==> config.mk <==
export PLATFORM = sky130hd
export DESIGN_NAME = odd_multiple_mac
export DESIGN_NICKNAME = d
export VERILOG_FILES = /design/src/rtl/odd_multiple_mac_pkg.sv /design/src/rtl/odd_multiple_table.sv /design/src/rtl/odd_multiple_mac.sv
export SDC_FILE = /design/constraint.sdc
export NUM_CORES = 1
export LEC_CHECK = 0
export CORE_MARGIN = 8
export CORE_UTILIZATION = 30
export DETAILED_ROUTE_END_ITERATION = 16
export HOLD_SLACK_MARGIN = 0.08
export SYNTH_ARGS = -nofsm -noshare
export SYNTH_HDL_FRONTEND = slang
export SYNTH_HIERARCHICAL = 1
export SYNTH_SLANG_ARGS = --single-unit
==> constraint.sdc <==
create_clock -name clk -period 6.2 [get_ports clk]
set_input_delay 1.24 -clock clk [delete_from_list [all_inputs] [get_ports clk]]
set_output_delay 1.24 -clock clk [all_outputs]
set_load 0.02 [all_outputs]
==> src/rtl/odd_multiple_mac_pkg.sv <==
// Shared FIR datapath types and width helpers for the odd-multiple MAC.
// Latency: none (package only).
// Backpressure: none (package only).
package fir_pkg;

    localparam int DATA_W_DEF   = 8;
    localparam int NUM_TAPS_DEF = 4;
    localparam int N_ODD        = 8;

    typedef enum logic [1:0] {
        IDLE  = 2'd0,
        BUILD = 2'd1,
        READY = 2'd2
    } state_t;

    // A 4-bit coefficient is at most 15, so a product needs 4 bits over the sample.
    function automatic int prod_width(input int data_w);
        return data_w + 4;
    endfunction

    // Summing num_taps products grows the sum by clog2(num_taps) bits.
    function automatic int acc_width(input int data_w, input int num_taps);
        return prod_width(data_w) + $clog2(num_taps);
    endfunction

endpackage

==> src/rtl/odd_multiple_table.sv <==
// Builds the odd-multiple table {1x,3x,...,15x} of a sample and serves reads by index.
// Latency: start at edge 0, table[7] written at edge 7; done is high in the cycle before that edge.
// Backpressure: none; start must only be raised while no build is in progress.
module odd_multiple_table
    import fir_pkg::*;
#(
    parameter int DATA_W = DATA_W_DEF,
    parameter int PROD_W = prod_width(DATA_W)
) (
    input  logic              clk,
    input  logic              reset,
    input  logic              start,
    input  logic [DATA_W-1:0] start_data,
    input  logic [2:0]        rd_idx,
    output logic              done,
    output logic [PROD_W-1:0] rd_dat
);

    logic [PROD_W-1:0] tbl [N_ODD];
    logic [PROD_W-1:0] twox;
    logic [PROD_W-1:0] start_ext;
    logic [2:0]        k;
    logic              building;

    assign start_ext = {{(PROD_W-DATA_W){1'b0}}, start_data};

    // done flags the build step that writes the last entry.
    assign done   = building && (k == 3'd7);
    assign rd_dat = tbl[rd_idx];

    // Seed entry 0 with x, then add 2x per cycle to walk through the odd multiples.
    always_ff @(posedge clk) begin
        if (reset) begin
            for (int i = 0; i < N_ODD; i++) begin
                tbl[i] <= '0;
            end
            twox     <= '0;
            k        <= '0;
            building <= 1'b0;
        end else if (start) begin
            tbl[0]   <= start_ext;
            twox     <= start_ext << 1;
            k        <= 3'd1;
            building <= 1'b1;
        end else if (building) begin
            tbl[k] <= tbl[k - 3'd1] + twox;
            k      <= k + 3'd1;
            if (done) begin
                building <= 1'b0;
            end
        end
    end

endmodule

==> src/rtl/odd_multiple_mac.sv <==
// Multiplies a sample by a shifter-decomposed coefficient and sums NUM_TAPS products.
// Latency: product_vld 8 cycles after an accepted in_data_vld when the shifter result is on time.
// Backpressure: none; strobes arriving while busy or while a result is already pending pulse drop_err.
module odd_multiple_mac
    import fir_pkg::*;
#(
    parameter int DATA_W   = DATA_W_DEF,
    parameter int NUM_TAPS = NUM_TAPS_DEF,
    parameter int PROD_W   = prod_width(DATA_W),
    parameter int ACC_W    = acc_width(DATA_W, NUM_TAPS)
) (
    input  logic              clk,
    input  logic              reset,
    input  logic [DATA_W-1:0] in_data,
    input  logic              in_data_vld,
    input  logic [2:0]        select_line,
    input  logic              select_line_vld,
    input  logic [1:0]        i_shifter_count,
    input  logic              polynomial_zero,
    output logic              busy,
    output logic [PROD_W-1:0] product,
    output logic              product_vld,
    output logic [ACC_W-1:0]  acc_out,
    output logic              acc_vld,
    output logic              drop_err
);

    localparam int               TAP_W    = $clog2(NUM_TAPS);
    localparam logic [TAP_W-1:0] LAST_TAP = TAP_W'(NUM_TAPS - 1);

    state_t            state;
    state_t            state_nxt;
    logic              accept;
    logic              issue;
    logic              drop_nxt;

    logic              pend_vld;
    logic [2:0]        pend_sel;
    logic [1:0]        pend_shift;
    logic              pend_zero;

    logic [2:0]        src_sel;
    logic [1:0]        src_shift;
    logic              src_zero;

    logic              tbl_done;
    logic [PROD_W-1:0] tbl_dat;
    logic [PROD_W-1:0] prod_nxt;
    logic [ACC_W-1:0]  acc;
    logic [ACC_W-1:0]  acc_sum;
    logic [TAP_W-1:0]  tap_cnt;

    odd_multiple_table #(
        .DATA_W (DATA_W),
        .PROD_W (PROD_W)
    ) u_table (
        .clk        (clk),
        .reset      (reset),
        .start      (accept),
        .start_data (in_data),
        .rd_idx     (src_sel),
        .done       (tbl_done),
        .rd_dat     (tbl_dat)
    );

    assign busy = (state != IDLE);

    // State register.
    always_ff @(posedge clk) begin
        if (reset) begin
            state <= IDLE;
        end else begin
            state <= state_nxt;
        end
    end

    // Next-state: accept a sample, build its table, then wait for a coefficient.
    always_comb begin
        state_nxt = state;
        case (state)
            IDLE:    if (in_data_vld) state_nxt = BUILD;
            BUILD:   if (tbl_done)    state_nxt = READY;
            READY:   if (issue)       state_nxt = IDLE;
            default: state_nxt = IDLE;
        endcase
    end

    // Control decode: sample accept, product issue and ignored-strobe detection.
    always_comb begin
        accept   = (state == IDLE) && in_data_vld;
        issue    = (state == READY) && (pend_vld || select_line_vld);
        drop_nxt = (in_data_vld && (state != IDLE)) ||
                   (select_line_vld && ((state == IDLE) || pend_vld));
    end

    // A coefficient captured early wins over a live one arriving in READY.
    always_comb begin
        src_sel   = pend_vld ? pend_sel   : select_line;
        src_shift = pend_vld ? pend_shift : i_shifter_count;
        src_zero  = pend_vld ? pend_zero  : polynomial_zero;
        prod_nxt  = src_zero ? '0 : (tbl_dat << src_shift);
        acc_sum   = acc + ACC_W'(prod_nxt);
    end

    // Pending coefficient register: latest strobe during a build overwrites the older one.
    always_ff @(posedge clk) begin
        if (reset) begin
            pend_vld   <= 1'b0;
            pend_sel   <= '0;
            pend_shift <= '0;
            pend_zero  <= 1'b0;
        end else if (issue) begin
            pend_vld <= 1'b0;
        end else if ((state != IDLE) && select_line_vld) begin
            pend_vld   <= 1'b1;
            pend_sel   <= select_line;
            pend_shift <= i_shifter_count;
            pend_zero  <= polynomial_zero;
        end
    end

    // Product issue and tap accumulation; acc_out lands with the last tap's product.
    always_ff @(posedge clk) begin
        if (reset) begin
            product     <= '0;
            product_vld <= 1'b0;
            acc_out     <= '0;
            acc_vld     <= 1'b0;
            acc         <= '0;
            tap_cnt     <= '0;
            drop_err    <= 1'b0;
        end else begin
            product_vld <= 1'b0;
            acc_vld     <= 1'b0;
            drop_err    <= drop_nxt;
            if (issue) begin
                product     <= prod_nxt;
                product_vld <= 1'b1;
                if (tap_cnt != LAST_TAP) begin
                    acc     <= acc_sum;
                    tap_cnt <= tap_cnt + 1'b1;
                end else begin
                    acc_out <= acc_sum;
                    acc_vld <= 1'b1;
                    acc     <= '0;
                    tap_cnt <= '0;
                end
            end
        end
    end

endmodule
# == Word level (Yosys, flattened, before mapping) ==
# Memories as Yosys holds them, arrays and structs flattened.
# Cells that the tools add are included.
# totals
reg_bits,66
ramBits,96
inputBits,18
output_inout_bits,30
word_cells,82
memories,1
# op_classes
n_addsub,5
eq_ne,7
shift,1
muxes,30
bitwise_logic,3
n_reduce_logical,19
# mem_list
memory,words,width,read_ports,rd_clocked_by_memory_dff,wr,line_no,text
u_table.tbl,8,12,2,0,8,odd_multiple_table.sv:19,logic [PROD_W-1:0] tbl [N_ODD];
# ops
operator,count
12-bit two-way mux,3
1-bit two-way mux,18
14-bit by 12-bit adder with 14-bit output,1
14-bit two-way mux,1
12-bit by 9-bit adder with 12-bit output,1
12-bit OR reduction,1
12-bit by 2-bit << shifter with 12-bit output,1
2-bit two-way mux,5
2-bit != test (second input constant),4
1-bit logical AND,6
3-bit two-way mux,2
2-bit one-hot mux with 3 select lines,1
2-bit OR reduction,3
2-bit AND reduction,2
2-bit nonzero test,2
3-bit by 1-bit adder with 3-bit output (second input constant),1
3-bit equality test (second input constant),1
1-bit logical OR,3
3-bit AND reduction,1
3-bit by 1-bit subtractor with 3-bit output (second input constant),1
2-bit by 1-bit adder with 2-bit output (second input constant),1
2-bit by 1-bit equality test with 1-bit output (second input constant),1
2-bit equality test (second input constant),1
2-bit zero test,1
2 further kinds,3

# == Longest topological paths before layout ==
# logic_depth
depth_word,7
ltp_mapped,19
ltp_nobuf,14

# == By module ==
# Netlist, hierarchy kept.
# by_module_without_submodules
module,n_inst,cells_per_inst,area_per_inst_um2,seq_area_each_um2
odd_multiple_table,1,416,5694.2,3123.0
odd_multiple_mac,1,328,2881.5,1081.0

# == Least setup slack after synthesis ==
# Ideal clock, no wire load.
# synth_path
kind,in2reg
from,input port select_line[1]
to,register acc_out[13]
setup_time_ns,0.087
arrival_time_ns,4.565
required_ns,6.113
slack_ns,1.549
cell_stages,14
path_buffers,2
path_cell_list,mux2_2 clkbuf_1 buf_2 mux4_2 mux2_2 mux2i_1 o22ai_1 ha_1 a21o_1 a31oi_2 a21oi_2 o311a_4 xnor2_1 a211oi_1
# synth_via
elab_chain_cells,5
# synth_rtl
element,line_no,text
start: declaration,odd_multiple_mac.sv:16,"input logic [2:0] select_line,"
3-bit two-way mux,odd_multiple_mac.sv:98,src_sel = pend_vld ? pend_sel : select_line;
memory read 8 x 12 bit,-,
named net tbl_dat[2],odd_multiple_mac.sv:47,logic [PROD_W-1:0] tbl_dat;
12-bit by 2-bit << shifter with 12-bit output,odd_multiple_mac.sv:101,prod_nxt = src_zero ? '0 : (tbl_dat << src_shift);
12-bit two-way mux,odd_multiple_mac.sv:101,
named net prod_nxt[4],odd_multiple_mac.sv:48,logic [PROD_W-1:0] prod_nxt;
14-bit by 12-bit adder with 14-bit output,odd_multiple_mac.sv:102,acc_sum = acc + ACC_W'(prod_nxt);
end signal: assignment,odd_multiple_mac.sv:143,acc_out <= acc_sum;
end: declaration,odd_multiple_mac.sv:23,"output logic [ACC_W-1:0] acc_out,"
# The timed path passes the listed nets, and every way through them passes these cells.
# A chain may end at the register's enable or synchronous reset.

# == Final worst setup path ==
# layout_path
from,input port select_line[1]
to,register acc_out[13]
# layout_via
elab_chain_cells,5
# layout_rtl
element,line_no,text
3-bit two-way mux,odd_multiple_mac.sv:98,
named net src_sel[1],odd_multiple_mac.sv:42,logic [2:0] src_sel;
memory read 8 x 12 bit,-,
named net tbl_dat[4],odd_multiple_mac.sv:47,
12-bit by 2-bit << shifter with 12-bit output,odd_multiple_mac.sv:101,
12-bit two-way mux,odd_multiple_mac.sv:101,
named net prod_nxt[4],odd_multiple_mac.sv:48,
14-bit by 12-bit adder with 14-bit output,odd_multiple_mac.sv:102,
# The timed path passes the listed nets, and every way through them passes these cells.

==> metrics.cfg <==
[grt]
grt_pass1_wl_mm = 35.3
grt_pass1_vias = 6058
overflow = 0
gr-usage-all-layers = 0.136
grt_max_degree = 45
antenna_found_initial = 0

[synthesis]
synth_area_um2 = 8580
ys_top_cells_by_count = 136 x nor2_1, 96 x edfxtp_1, 66 x dfxtp_1
yosys.area_share.simple = 0.145
synth_xor_area_frac = 0.0213
synthAdderAreaFrac = 0.0397
ys_seq_elements = 162
synth_compound_area_frac = 0.0925
yosysMostFrequentCell = nor2_1
synthMuxAreaShare = 0.178
synth_cell_types = 66
ys.flop_type = edfxtp_1
synth_top_area_cell = edfxtp_1
synth_top_area_frac = 0.336
seq_area_frac_synth = 0.490
synth.area.top_cells = edfxtp_1 34%, dfxtp_1 15%, mux4_2 13%, nor2_1 6.0%, ha_1 3.5%
synth_top_family_by_area = multiplexers
syn_area_per_cell_um2 = 11.5
synthCells = 744
syn_nets = 788
synth_warnings = 6
synth_edf_count = 96
ys_async_sr_fraction = 0

[clocking]
hold_buffers = 0
clkSlewWorstSetupHoldPaths_ns = 0.06
clock_path_buffers = 2
cts_tree = built
htree_levels = 4
postCtsSetupBuffers = 0
root_buffer = clkbuf_16
cts_buffers = 17
cts_sinks = 162
clk_latency_ns = 0.43
cts_resized = 0

[sta]
finalMaxSlewViolations = 0
clock.fmax_ghz = 0.197
hold_viol = 0
rsz0062_at_grt = no
max_slew.worst_pin.slew_ns = 1.03
final.setup.tns_ns = 0
skew_ns = 0.0113
finalCriticalPeriod_ns = 5.08
slew-limit-headroom = 0.313
holdWs_ns = 0.453
min_period_over_period = 0.819
setup_violations = 0
fin_ws_ns = 1.12

[die]
fp.dieW_um = 185
ios = 48
die_area_um2 = 34300
core_area_um2 = 28400
die_y_um = 185
initial_core_util = 0.302
rows = 62

[finish]
antenna_cells = 0
nets = 822
syn_to_final_growth_pct = 16.8
drive_gt1_frac = 0.183
fillers = 2802

[setup_path]
end_kind = flop
critPathKind = in -> reg
cp_max_fo = 19
worst-path-stages = 13
r2r_slack_ns = 1.66
required_ns = 6.55
worst_path_max_delay_cell = mux2_2
slowest_delay_ns = 0.65
crit_buf_inv = 1
timing.critical_path.mode_cell = mux2_2
worstPathCellList = clkdlybuf4s50_1 > mux2_2 > mux4_2 > mux2_2 > mux2i_1 > o22ai_1 > ha_1 > a21o_1 > a31oi_2 > a21oi_2 > o311a_4 > xnor2_1 > a211oi_1
r2r-start = pend_vld
cp_top_family = multiplexers
critPathArrivalTime_ns = 5.43
worstReg2RegEnd = acc_out[13]
cp-start-kind = primary input
r2r_cells = 12

[worst_hold_path]
worstHoldPathCells = 2
holdCritStartpoint = acc_out[10]
hold_end = acc_out[10]
hp-class = reg -> reg

[power]
p_clk_frac = 0.393
internal_power_mw = 2.00
power_density_nw_per_um2 = 271
p_seq_frac = 0.442
peakVddDrop_mv = 0.202
p_leak_nw = 3.60
p_sw_mw = 0.717
p_sw_frac = 0.264
combPwrFrac = 0.165

[place]
gp_congestion = 0.891
dp_slack_ns = 0.673
dp_hpwl_mm = 15.7
portBuffers = 47

[drt]
ant_nets = 0
drc = 0
wirelength_mm = 23.0
wl_per_cell_um = 19.6
first_iter_violations = 521
dr.pass1.iters = 5
vias = 6046
viasPerCell = 5.15

[run_status]
status = finished, final reports clean

[flow_run]
drv_cap = 0

-- per-stage QoR --
step / area, um2 / power [mW] / instances / util
detailed placement: 9410 / 1.67 / 1143 / 0.331
global route: 10000 / 2.82 / 1175 / 0.353
CTS: 10000 / 2.74 / 1175 / 0.353
global placement: 9410 / 1.67 / 1143 / 0.331
floorplan: 8580 / 1.55 / 744 / -
finish: 10000 / 2.72 / 1175 / 0.353
-- placed cells by master (no fill, tap or decap), types with 3 or more instances in the layout --
cell	n
nor2_1	136
edfxtp_1	96
dfxtp_1	65
nand2_1	55
mux4_2	48
clkdlybuf4s50_1	46
a21oi_1	43
ha_1	24
mux2_2	22
o22ai_1	19
clkbuf_16	19
mux2i_1	18
inv_1	16
nand2b_1	16
buf_4	15
nand3_1	14
xnor2_1	11
nor3_2	8
a21o_1	8
xor2_1	8
nor3_1	6
o21ai_1	6
o21ai_0	6
a22o_1	6
nor2b_1	5
o21a_1	4
or3_1	4
nand3b_1	4
clkbuf_8	4
and2_1	3
nand4b_1	3
clkinv_2	3
-- per-layer routing --
| layer | vias to the layer above | track usage | part of all wire |
|---|---|---|---|
| met2 | 173 | 0.233 | 0.49 |
| met5 | - | 0 | 0 |
| li1 | 2801 | - | - |
| met1 | 3030 | 0.168 | 0.43 |
| met4 | 0 | 0.0547 | 0.030 |
| met3 | 42 | 0.0245 | 0.049 |
-- area by class of cell --
class / count / area, um2 / area share
flip-flops and latches: 162 / 4210 / 0.420
clock inverters: 7 / 68.8 / 0.00687
well taps: 384 / 480 / 0.0480
multi-input cells: 519 / 4080 / 0.408
clock buffers: 25 / 538 / 0.0537
inverters: 16 / 60.1 / 0.00600
repair buffers: 62 / 578 / 0.0577
-- how the worst max path moves through the flow --
stage	slack, ns	to	start
after floorplan	1.55	acc_out[13]	select_line[1]
after global placement	0.67	acc_out[12]	select_line[1]
after detailed placement	0.67	acc_out[12]	select_line[1]
after CTS	1.11	acc_out[12]	select_line[1]
after global routing	0.90	acc[7]	select_line[1]
final	1.12	acc_out[13]	select_line[1]
-- kinds of logic (layout without fill, tap and decap cells) --
logic type | count (synthesis) | count (layout)
adder cells (fa/ha/maj) | 26 | 26
buffers and inverters | 63 | 110
multiplexers | 89 | 89
flip-flops | 162 | 162
XOR/XNOR | 20 | 20
AO/OA/AOI/OAI | 118 | 118
AND/OR/NAND/NOR | 266 | 266
-- worst register-to-register path: stages (launching register included) --
cell	delay (ns)
dfxtp_1	0.68
mux2_2	0.76
mux4_2	0.60
mux2_2	0.31
mux2i_1	0.24
o22ai_1	0.16
ha_1	0.44
a21o_1	0.26
a31oi_2	0.21
a21oi_2	0.10
o311a_4	0.37
xnor2_1	0.13
a211oi_1	0.21
-- power by group through the flow --
| stage | clock network [mW] | registers (mW) | logic (mW) |
|---|---|---|---|
| 2_1_floorplan | 0 | 1.21 | 0.336 |
| 3_3_place_gp | 0 | 1.22 | 0.446 |
| 3_5_place_dp | 0 | 1.22 | 0.448 |
| 4_1_cts | 1.09 | 1.20 | 0.451 |
| 5_1_grt | 1.14 | 1.20 | 0.484 |
| 6_report | 1.07 | 1.20 | 0.449 |
-- flip-flops by register name, summed over array words and instances (netlist names), 2 cells and up --
register,flops
acc,14
acc_out,14
pend_sel,3
pend_shift,2
product,12
state,2
tap_cnt,2
u_table/k,3
u_table/tbl,96
u_table/twox,8
Power figures use the tool's default switching activity.
==> patch (config.mk and constraints unchanged) <==
Reset style: asynchronous (`reset`), changed in 4 clocked blocks.
--- a/src/rtl/odd_multiple_table.sv
+++ b/src/rtl/odd_multiple_table.sv
@@ -29,7 +29,7 @@
     assign rd_dat = tbl[rd_idx];
 
     // Seed entry 0 with x, then add 2x per cycle to walk through the odd multiples.
-    always_ff @(posedge clk) begin
+    always_ff @(posedge clk or posedge reset) begin
         if (reset) begin
             for (int i = 0; i < N_ODD; i++) begin
                 tbl[i] <= '0;
--- a/src/rtl/odd_multiple_mac.sv
+++ b/src/rtl/odd_multiple_mac.sv
@@ -66,7 +66,7 @@
     assign busy = (state != IDLE);
 
     // State register.
-    always_ff @(posedge clk) begin
+    always_ff @(posedge clk or posedge reset) begin
         if (reset) begin
             state <= IDLE;
         end else begin
@@ -103,7 +103,7 @@
     end
 
     // Pending coefficient register: latest strobe during a build overwrites the older one.
-    always_ff @(posedge clk) begin
+    always_ff @(posedge clk or posedge reset) begin
         if (reset) begin
             pend_vld   <= 1'b0;
             pend_sel   <= '0;
@@ -120,7 +120,7 @@
     end
 
     // Product issue and tap accumulation; acc_out lands with the last tap's product.
-    always_ff @(posedge clk) begin
+    always_ff @(posedge clk or posedge reset) begin
         if (reset) begin
             product     <= '0;
             product_vld <= 1'b0;
Check against the original RTL: differs if reset is asserted again (counterexample within 4 cycles, from zero or initial values and one cycle with reset high); with reset held inactive, the same outputs for 4 cycles.
==> patch against the unedited design <==
  * Sequential cell count is the same
  * Clock skew shrank 2.2 ps
  * Wire length shrank 4.5%
  * Largest cell class is now multi-input gates
  * Non-clock buffer count shrank 3
  * Worst setup slack gained 150 ps
  * Register-to-register slack gained 80 ps
  * Synthesized cell count grew 11%
  * Via count grew 5.4%
  * Cell area grew 2.7%
  * Cell count grew 7.1%
  * Area after synthesis grew 2.5%
Power is not compared: it rests on default switching activity, and its combinational part moved more than twofold at a synthesized area within 25%.
==> patch: results (changes against the unedited design) <==
outcome=completed; met1 GRT Util=16.70% (-0.049 points); first-pass GRT wire length=36.02 mm (+2.2%); iteration count of the initial detailed-routing pass=5 (unchanged); Least-Margin Pin Slew=965.7 ps (-65.17 ps); number of cells upsized or downsized after cts=0 (unchanged); clock-pin slew of the registers on the worst-case setup and hold paths=around 70 ps; Synth Warn #=6 (unchanged); share of layout cells above drive strength 1=16.82% (-1.5 points); maximum vdd drop=248.2 uV; class of the tightest hold or removal check=reg2reg; Port Buffers=47 (unchanged); worst-case clock skew=9.115 ps (-2.202 ps); CP Data Arrival Time=5230 ps (-200 ps); starting DRC count in detailed routing=413 (-21%); met3 routed wirelength=1.109 mm (-2.5%); HPWL after detailed placement=15.17 mm (-3.1%); sequential share of the synthesized area=46.11% (-2.9 points); CTS Root Buffer Type=clkbuf_16; top metal layer carrying routed signals=met4; Inserted Clock Buffers=17 (unchanged); clock insertion delay at the later pin of the skew report=430 ps (about the same); detailed-route wire length=21.96 mm (-4.5%); maximum number of pins on one net before global-route repair=77 (+71%); met2 WL post-DR=10.40 mm (-7.9%); routed vias=6,375 (+5.4%); total global-route track usage=12.80% (-0.82 points); registers with the most flip-flops=u_table/tbl x96, acc x14, acc_out x14; Antenna Cells=0 (unchanged); number of H-tree levels=4 (unchanged); global-route met2 utilization=20.38% (-3.0 points); synth cell count leaders=188 x nand2_1, 162 x dfrtp_1, 96 x o21ai_0; Leakage Power=4.483 nW; Synthesized Nets=872 (+11%); Setup Fix Bufs, Post-CTS=0 (unchanged); final estimated routing congestion in global placement=0.8195 (-8.0%); number of antenna violations at the first check in global routing=0 (unchanged); share of async-settable or async-resettable flops after synthesis=100.0% (+100 points); Primary FF master, synth=dfrtp_1; biggest area contributors in the synthesized netlist=dfrtp_1 46%, mux4_2 12%, nand2_1 8.0%, o21ai_0 5.5%, mux2_2 4.4%; Post-layout nets=905 (+10%); post-synth cell types=64 (-3.0%); worst-case clock buffer depth=2 (unchanged); met3 Use GR=3.169% (+0.72 points); most common cell in the synthesized netlist=nand2_1; Post-Place Setup Slack=760.6 ps (+87.74 ps); crit-path max FO=24 (+5); met1 wire length=10.03 mm (+1.4%)
==> patch: kinds of logic after synthesis <==
kind of cell               count (synthesis)  synth area share, %
DFF                                      162                46.11
AOI/OAI and AO/OA                        187                12.97
buffers and inverters                     75                3.530
muxes                                    106                19.43
xor gates and xnor gates                  20                2.163
adders and majority gates                 26                3.871
and+or+nand+nor                          252                11.93
==> patch: layout make-up <==
type,instances,area [um2]
fill,2791,18500
clock buffer,18,439.2
sequential,162,4055
clock inverter,14,202.7
tap,384,480.5
multi-input combinational,591,4427
inverter,30,115.1
timing repair buffer,59,560.5
==> patch: path summary, 6_finish.rpt <==
kind	to	depth (start not counted)	slack, ps	startpoint
min reg2reg	product[8]	2	480	product[8]
min	product[8]	2	480	product[8]
max reg2reg	u_table/tbl[71]	13	1740	u_table/k[0]
max	acc[8]	14	1270	select_line[0]
max in group asynchronous	u_table/tbl[44]	3	3790	reset
min in group asynchronous	drop_err	3	1390	reset
==> patch: worst max-delay path, stage by stage <==
cell and delay [ps]:
clkdlybuf4s50_1 470, mux2_2 150, buf_4 420, mux4_2 570, mux2_2 320, mux2i_1 200
o22ai_1 150, ha_1 400, nor2b_1 160, o211ai_1 260, a21boi_1 150, o41a_1 340
xnor2_1 280, o31ai_1 100
==> patch: power breakdown <==
group	internal, mW	switching [mW]	total (mW)
Sequential	1.44	0.292	1.73
Clock	0.692	0.455	1.15
Combinational	1.28	1.85	3.14
==> patch: per-stage QoR <==
step	std cells	area [um2]	util (%)	power [mW]
after floorplan	828	8791	-	3.993
after global placement	1226	9638	33.49	4.812
after detailed placement	1226	9638	33.49	4.874
after CTS	1258	10280	35.72	6.045
after global routing	1258	10280	35.72	6.451
final	1258	10280	35.72	6.011
